`config.mk`:
```
export PLATFORM = sky130hd
export DESIGN_NAME = csa3_pipe_add
export DESIGN_NICKNAME = d
export VERILOG_FILES = /design/src/rtl/csa3_pkg.sv /design/src/rtl/cpa_seg.sv /design/src/rtl/fa.sv /design/src/rtl/csa3_pipe_add.sv
export SDC_FILE = /design/constraint.sdc
export NUM_CORES = 1
export LEC_CHECK = 0
export CORE_MARGIN = 1.5
export CORE_UTILIZATION = 40
export CTS_CLUSTER_SIZE = 12
export DETAILED_ROUTE_END_ITERATION = 10
export PLACE_DENSITY_LB_ADDON = 0.2
export SYNTH_ARGS = -nofsm -noshare
export SYNTH_HDL_FRONTEND = slang
export SYNTH_SLANG_ARGS = --single-unit
```
`constraint.sdc`:
```
create_clock -name clk -period 15.6 [get_ports clk]
set_input_delay 4.68 -clock clk [delete_from_list [all_inputs] [get_ports clk]]
set_output_delay 4.68 -clock clk [all_outputs]
set_load 0.01 [all_outputs]
```
`src/rtl/csa3_pkg.sv`:
```
// Shared helpers for the pipelined three-operand adder: segment width and placement.
package csa3_pkg;

  function automatic int unsigned seg_w(input int unsigned r, input int unsigned segs);
    return (r + segs - 1) / segs;
  endfunction

  function automatic int unsigned seg_lo(input int unsigned k, input int unsigned segw);
    return k * segw;
  endfunction

endpackage

```
`src/rtl/cpa_seg.sv`:
```
// Ripple carry-propagate adder over one pipeline segment, built from full-adder cells.
module cpa_seg #(
  parameter int unsigned Width = 1
) (
  input  logic [Width-1:0] a_i,
  input  logic [Width-1:0] b_i,
  input  logic             cin_i,
  output logic [Width-1:0] sum_o,
  output logic             cout_o
);

  logic [Width:0] cy;

  assign cy[0] = cin_i;

  for (genvar i = 0; i < Width; i++) begin : g_bit
    fa u_fa (
      .a_i  (a_i[i]),
      .b_i  (b_i[i]),
      .c_i  (cy[i]),
      .s_o  (sum_o[i]),
      .co_o (cy[i+1])
    );
  end

  assign cout_o = cy[Width];

endmodule

```
`src/rtl/fa.sv`:
```
// Single-bit full adder cell, used for both the carry-save row and the ripple segments.
module fa (
  input  logic a_i,
  input  logic b_i,
  input  logic c_i,
  output logic s_o,
  output logic co_o
);

  assign s_o  = a_i ^ b_i ^ c_i;
  assign co_o = (a_i & b_i) | (a_i & c_i) | (b_i & c_i);

endmodule

```
`src/rtl/csa3_pipe_add.sv`:
```
// Pipelined x + y +/- z: one carry-save row, then a carry-propagate adder split into SEGS
// registered segments with valid/ready flow control and a tag riding alongside.
module csa3_pipe_add
  import csa3_pkg::*;
#(
  parameter int unsigned W    = 26,
  parameter int unsigned SEGS = 2,
  parameter int unsigned TAGW = 4
) (
  input  logic            clk,
  input  logic            rst,
  input  logic            in_valid,
  output logic            in_ready,
  input  logic [W-1:0]    x,
  input  logic [W-1:0]    y,
  input  logic [W-1:0]    z,
  input  logic            sub,
  input  logic [TAGW-1:0] tag,
  output logic            out_valid,
  input  logic            out_ready,
  output logic [W+1:0]    result,
  output logic [TAGW-1:0] out_tag
);

  localparam int unsigned R    = W + 2;
  localparam int unsigned SegW = seg_w(R, SEGS);

  logic [R-1:0] xe, ye, zp, csa_s, csa_maj, csa_c;
  logic         accept;

  assign xe = R'(x);
  assign ye = R'(y);
  assign zp = sub ? ~R'(z) : R'(z);

  for (genvar i = 0; i < R; i++) begin : g_csa
    fa u_csa_fa (
      .a_i  (xe[i]),
      .b_i  (ye[i]),
      .c_i  (zp[i]),
      .s_o  (csa_s[i]),
      .co_o (csa_maj[i])
    );
  end

  // The subtract carry-in rides in the empty bit 0 of the shifted carry vector.
  assign csa_c = {csa_maj[R-2:0], sub};

  // Stage registers: finished low bits (sum), pending s/c vectors, inter-segment carry.
  logic [SEGS-1:0] valid_q, cry_q, adv;
  logic [R-1:0]    sum_q [SEGS];
  logic [R-1:0]    s_q   [SEGS];
  logic [R-1:0]    c_q   [SEGS];
  logic [TAGW-1:0] tag_q [SEGS];

  logic [SEGS-1:0] src_valid, src_cin, cry_d;
  logic [R-1:0]    src_s   [SEGS];
  logic [R-1:0]    src_c   [SEGS];
  logic [R-1:0]    src_sum [SEGS];
  logic [R-1:0]    sum_d   [SEGS];
  logic [TAGW-1:0] src_tag [SEGS];

  // Stage k advances unless it and every stage after it are full and the output is held.
  always_comb begin
    logic full;
    adv = '0;
    for (int k = 0; k < SEGS; k++) begin
      full = 1'b1;
      for (int j = k; j < SEGS; j++) begin
        full = full & valid_q[j];
      end
      adv[k] = out_ready | ~full;
    end
  end

  assign in_ready = adv[0];
  assign accept   = in_valid & in_ready;

  for (genvar k = 0; k < SEGS; k++) begin : g_stage
    localparam int unsigned Lo  = seg_lo(k, SegW);
    localparam bit          Has = (Lo < R);
    localparam int unsigned Hi  = (Lo + SegW > R) ? R : Lo + SegW;
    localparam int unsigned Wd  = Has ? Hi - Lo : 1;

    if (k == 0) begin : g_first
      assign src_valid[k] = accept;
      assign src_s[k]     = csa_s;
      assign src_c[k]     = csa_c;
      assign src_sum[k]   = '0;
      assign src_cin[k]   = 1'b0;
      assign src_tag[k]   = tag;
    end else begin : g_next
      assign src_valid[k] = valid_q[k-1];
      assign src_s[k]     = s_q[k-1];
      assign src_c[k]     = c_q[k-1];
      assign src_sum[k]   = sum_q[k-1];
      assign src_cin[k]   = cry_q[k-1];
      assign src_tag[k]   = tag_q[k-1];
    end

    if (Has) begin : g_seg
      localparam logic [R-1:0] Mask = ((R'(1) << Wd) - R'(1)) << Lo;
      logic [Wd-1:0] seg_sum;
      logic          seg_cout;

      cpa_seg #(
        .Width (Wd)
      ) u_cpa_seg (
        .a_i    (src_s[k][Lo +: Wd]),
        .b_i    (src_c[k][Lo +: Wd]),
        .cin_i  (src_cin[k]),
        .sum_o  (seg_sum),
        .cout_o (seg_cout)
      );

      assign sum_d[k] = (src_sum[k] & ~Mask) | (R'(seg_sum) << Lo);
      assign cry_d[k] = seg_cout;
    end else begin : g_empty
      // Deep pipelines can leave trailing segments with no bits; they only delay.
      assign sum_d[k] = src_sum[k];
      assign cry_d[k] = 1'b0;
    end
  end

  always_ff @(posedge clk) begin
    if (rst) begin
      valid_q <= '0;
      cry_q   <= '0;
      for (int k = 0; k < SEGS; k++) begin
        sum_q[k] <= '0;
        s_q[k]   <= '0;
        c_q[k]   <= '0;
        tag_q[k] <= '0;
      end
    end else begin
      for (int k = 0; k < SEGS; k++) begin
        if (adv[k]) begin
          valid_q[k] <= src_valid[k];
          if (src_valid[k]) begin
            sum_q[k] <= sum_d[k];
            s_q[k]   <= src_s[k];
            c_q[k]   <= src_c[k];
            cry_q[k] <= cry_d[k];
            tag_q[k] <= src_tag[k];
          end
        end
      end
    end
  end

  assign out_valid = valid_q[SEGS-1];
  assign result    = sum_q[SEGS-1];
  assign out_tag   = tag_q[SEGS-1];

  // Top CSA carry and final-segment carry fall off the mod-2^R result.
  logic unused_tail;
  assign unused_tail = ^{s_q[SEGS-1], c_q[SEGS-1], cry_q[SEGS-1], csa_maj[R-1]};

endmodule

```
# Yosys cells after proc, flatten, opt, wreduce, memory -nomap -nowiden
# Memories as Yosys holds them, arrays and structs flattened.
# Cells that the tools add are included.
op_classes:
  addsub: 0
  n_mul: 0
  n_div: 0
  order_cmp: 0
  eq_ne: 0
  n_shift: 0
  n_mux: 19
  bitwise: 384
  n_reduce_logical: 1
ops:
  columns: ["cell", "n"]
  rows:
  - ["$mux W28", 7]
  - ["$and A1 B1 Y1", 159]
  - ["$or A1 B1 Y1", 114]
  - ["$xor A1 B1 Y1", 107]
  - ["$not A26 Y28", 1]
  - ["$or A14 B28 Y28", 1]
  - ["$mux W1", 10]
  - ["$mux W4", 2]
  - ["$not A1 Y1", 2]
  - ["$reduce_and A2 Y1", 1]
word_totals:
  regBits: 3
  latch_bits: 0
  ram_bits: 176
  rom_bits: 0
  inputBits: 87
  output_inout_bits: 34
  elab_cells: 411
  memories: 4
mem_list:
  columns: ["memory", "depth", "word_bits", "rd", "rd_ports_with_merged_regs", "wr", "line", "rtl"]
  rows:
  - ["c_q", 2, 28, 1, 0, 2, "csa3_pipe_add.sv:52", "logic [R-1:0] c_q [SEGS];"]
  - ["s_q", 2, 28, 1, 0, 2, "csa3_pipe_add.sv:51", "logic [R-1:0] s_q [SEGS];"]
  - ["sum_q", 2, 28, 2, 0, 2, "csa3_pipe_add.sv:50", "logic [R-1:0] sum_q [SEGS];"]
  - ["tag_q", 2, 4, 2, 0, 2, "csa3_pipe_add.sv:53", "logic [TAGW-1:0] tag_q [SEGS];"]

# Depth between registers and ports, before layout
logic_depth:
  ltp_word: 44
  ltp_mapped: 19
  depth_no_buf: 18

# By module
# From an unflattened synthesis, not the netlist that was laid out.
unflattened:
  hier_cells: 267
  hier_area_um2: 4391.7
modules_own_cells:
  columns: ["module", "instances", "cells_per_inst", "area_per_inst_um2", "seq_area_each_um2"]
  rows:
  - ["csa3_pipe_add", 1, 211, 3270.6, 2402.3]
  - ["fa", 56, 1, 20.0, 0.0]

# Least setup slack after synthesis
# Ideal clock, no wire load.
synth_timing:
  path_kind: "in2reg"
  start: "in sub"
  end: "mem sum_q[0][13] in the netlist's numbering, data pin"
  setup_time_ns: 0.255
  arrival_time_ns: 10.770
  required_time_ns: 15.345
  slack_ns: 4.575
  stages: 18
  path_buffers: 1
  cell_sequence: "buf_2 > xor2_1 > fa_1 > ha_1 > fa_1 > fa_1 > fa_1 > fa_1 > fa_1 > fa_1 > fa_1 > fa_1 > fa_1 > fa_1 > fa_1 > fa_1 > fa_1 > and2_1"
synth_rtl:
  columns: ["element", "line", "rtl"]
  rows:
  - ["from (decl)", "csa3_pipe_add.sv:17", "input logic sub,"]
  - ["to (decl)", "csa3_pipe_add.sv:50", null]

==> metrics.cfg <==
[global_route]
grt_overflow = 0
grtUsageTotal_pct = 13.5
grt_max_degree = 49
grt_first_pass_wirelength_mm = 12.3
grt_antenna_before_repair = 0
first_global_vias = 2690

[clock_tree]
post-cts-setup-buffers = 0
cts.sinks = 79
cts_tree = built
cts_made_buffers = 9
holdBufCountCts = 0
cts_htree_levels = 3
cts_buffer_depth = 2
clock-root-buffer = clkbuf_16
cts_resized = 0
path_clk_slew_ns = 0.06
clk_latency_ns = 0.33

[run]
max_cap_violations = 0

[finish]
area_growth_syn_to_layout_pct = 35.8
layout_common_cells = 119 x clkdlybuf4s50_1, 80 x inv_1, 76 x edfxtp_1
layout-drive-gt1-share_pct = 9.03
final_common_cell = clkdlybuf4s50_1
layout.nets = 600
fin_cells = 608
diodes = 0
fill_cells = 972

[power]
power_frac_clock_pct = 37.1
ir_drop_v = 0.0000617
leakage_nw = 2.59
combPwrFrac_pct = 21.4
power.switching_uw = 157
sw_frac_of_total_pct = 24.0
powerDensity_nw_per_um2 = 104
seqPwrFrac_pct = 41.5
intPower_uw = 497

[worst_setup_path]
cp-end-kind = register
crit_required_ns = 15.68
crit_fanout = 28
path_common_cell = fa_1
worstSetupPathType = input pin to register
slowest_stage = buf_2
path_buf_inv = 1
path_delay_family = adder cells
worst_ep_arrival_time_ns = 11.46
crit_path_max_incr_delay_ns = 0.65
cp-start-kind = input pin
path_depth = 18
reg2reg_depth = 17
crit_path_cell_trace = buf_2 > xor2_1 > fa_1 > ha_1 > fa_1 > fa_1 > fa_1 > fa_1 > fa_1 > fa_1 > fa_1 > fa_1 > fa_1 > fa_1 > fa_1 > fa_1 > fa_1 > and2_1

[drt]
wl_per_cell_um = 12.6
wirelength_mm = 7.68
drc = 0
antenna_left = 0
num_vias = 2617
drtPass1Iterations = 4
viasPerCell = 4.30
drt-initial-drc-count = 77

[floorplanning]
die_w_um = 110
core_um2 = 11300
row_count = 39
start_util_pct = 40.7
die_area_um2 = 12200
pin_count = 121
die_h_um = 110

[outcome]
outcome = complete, no violations

[synth]
syn_inst = 339
ys.warnings.count = 0
ys_ff_latch = 79
ys_types = 25
syn_nets = 479
ys_seq_area_share_pct = 50.8
synth_area_um2 = 4610
synth_area_per_cell_um2 = 13.6

[timing]
rsz0062_at_grt = false
hold_viol_final = 0
min_period_over_period_pct = 73.0
max_freq_ghz = 0.0878
tns_ns = 0
worst-slew-pin-transition_ns = 1.04
setup_viol = 0
relSlewSlack_pct = 30.9
fin_crit_ns = 11.39
fin_worst_skew_ns = 0.00644
drv_slew = 0

[placed_design]
gp_congestion = 0.739
io_buffers = 120
dp.final_hpwl_mm = 5.63
dp.cells = 592

[hold_path]
hold-path-cell-count = 2
hold_path_class = register to register

kinds of logic (layout without fill, tap and decap cells):
kind of cell             Yosys count  count (layout)  synth area share, %
adder cells (fa/ha/maj)           53              53                 22.8
AO/OA/AOI/OAI                      5               5                0.732
flip-flops                        79              79                 50.8
buffers and inverters             91             217                 8.33
XOR/XNOR                          27              27                 5.13
AND/OR/NAND/NOR                   84              84                 12.2
flip-flops by register name (all words and copies together), names as in the netlist:
name     count
c_q         13
s_q         13
valid_q      2
tag_q        8
cry_q        1
sum_q       42
layer usage:
| layer | part of all wire, % | vias to the layer above | track usage [%] |
|---|---|---|---|
| li1 | - | 1262 | - |
| met1 | 41 | 1278 | 16.5 |
| met2 | 54 | 69 | 24.2 |
| met3 | 4.1 | 8 | 2.06 |
| met4 | 1.0 | 0 | 4.95 |
| met5 | 0 | - | 0 |
worst register-to-register path: cells and delay by family (launching register included):
kind / cells / cell delay [ns]
fa+ha+maj: 13 / 5.77
buf+inv: 3 / 0.24
flops: 1 / 0.36
simple gates: 1 / 0.11
power by group through the flow:
stage | clock network (mW) | registers, mW | logic (mW)
3_5_place_dp | 0 | 0.276 | 0.143
2_1_floorplan | 0 | 0.280 | 0.0799
6_report | 0.243 | 0.271 | 0.140
4_1_cts | 0.247 | 0.272 | 0.144
3_3_place_gp | 0 | 0.275 | 0.140
5_1_grt | 0.256 | 0.274 | 0.161
synthesized netlist by cell type (all sizes together):
| cell | count | area share, % |
|---|---|---|
| a21o | 3 | 0.52 |
| ha | 1 | 0.27 |
| or3 | 1 | 0.14 |
| buf | 6 | 1.3 |
| dfxtp | 3 | 1.3 |
| xnor2 | 24 | 4.6 |
| xor2 | 3 | 0.57 |
| clkbuf | 5 | 0.49 |
| and3b | 1 | 0.27 |
| a21oi | 2 | 0.22 |
| edfxtp | 76 | 49 |
| nor3 | 1 | 0.22 |
| fa | 52 | 23 |
| inv | 80 | 6.5 |
| nand3 | 1 | 0.11 |
| nor2 | 31 | 4.8 |
| and2 | 48 | 6.5 |
| nand2b | 1 | 0.14 |
path summary, 6_finish.rpt:
check	from	end	slack [ns]
worst max-delay path	sub	sum_q[0][13]$_SDFFCE_PN0P_	4.21
worst min-delay path	valid_q[0]$_SDFFE_PP0N_	valid_q[1]$_SDFFE_PP0N_	0.50
worst max register to register	s_q[0][14]$_SDFFCE_PN0P_	sum_q[0][54]$_SDFFCE_PN0P_	8.99
worst min register to register	valid_q[0]$_SDFFE_PP0N_	valid_q[1]$_SDFFE_PP0N_	0.50
final cells by class:
type | instances | area [µm²] | share of cell area [%]
flip-flops and latches | 79 | 2340 | 37.4
clock buffers | 10 | 229 | 3.65
inverters | 80 | 300 | 4.79
repair buffers | 121 | 1200 | 19.2
multi-input cells | 169 | 1890 | 30.2
clock inverters | 6 | 116 | 1.86
well taps | 143 | 179 | 2.86
per-stage QoR:
step | utilization, % | hold slack (ns) | total power [mW] | worst slack (ns) | cell area (µm²)
floorplan | - | 0.447 | 0.360 | 4.58 | 4610
global placement | 52.3 | 0.459 | 0.415 | 3.89 | 5920
detailed placement | 52.3 | 0.487 | 0.419 | 3.82 | 5920
CTS | 55.3 | 0.504 | 0.663 | 4.14 | 6260
global route | 55.3 | 0.532 | 0.691 | 3.90 | 6260
finish | 55.3 | 0.503 | 0.654 | 4.21 | 6260
Note: power is estimated with default switching activity, not from simulation.
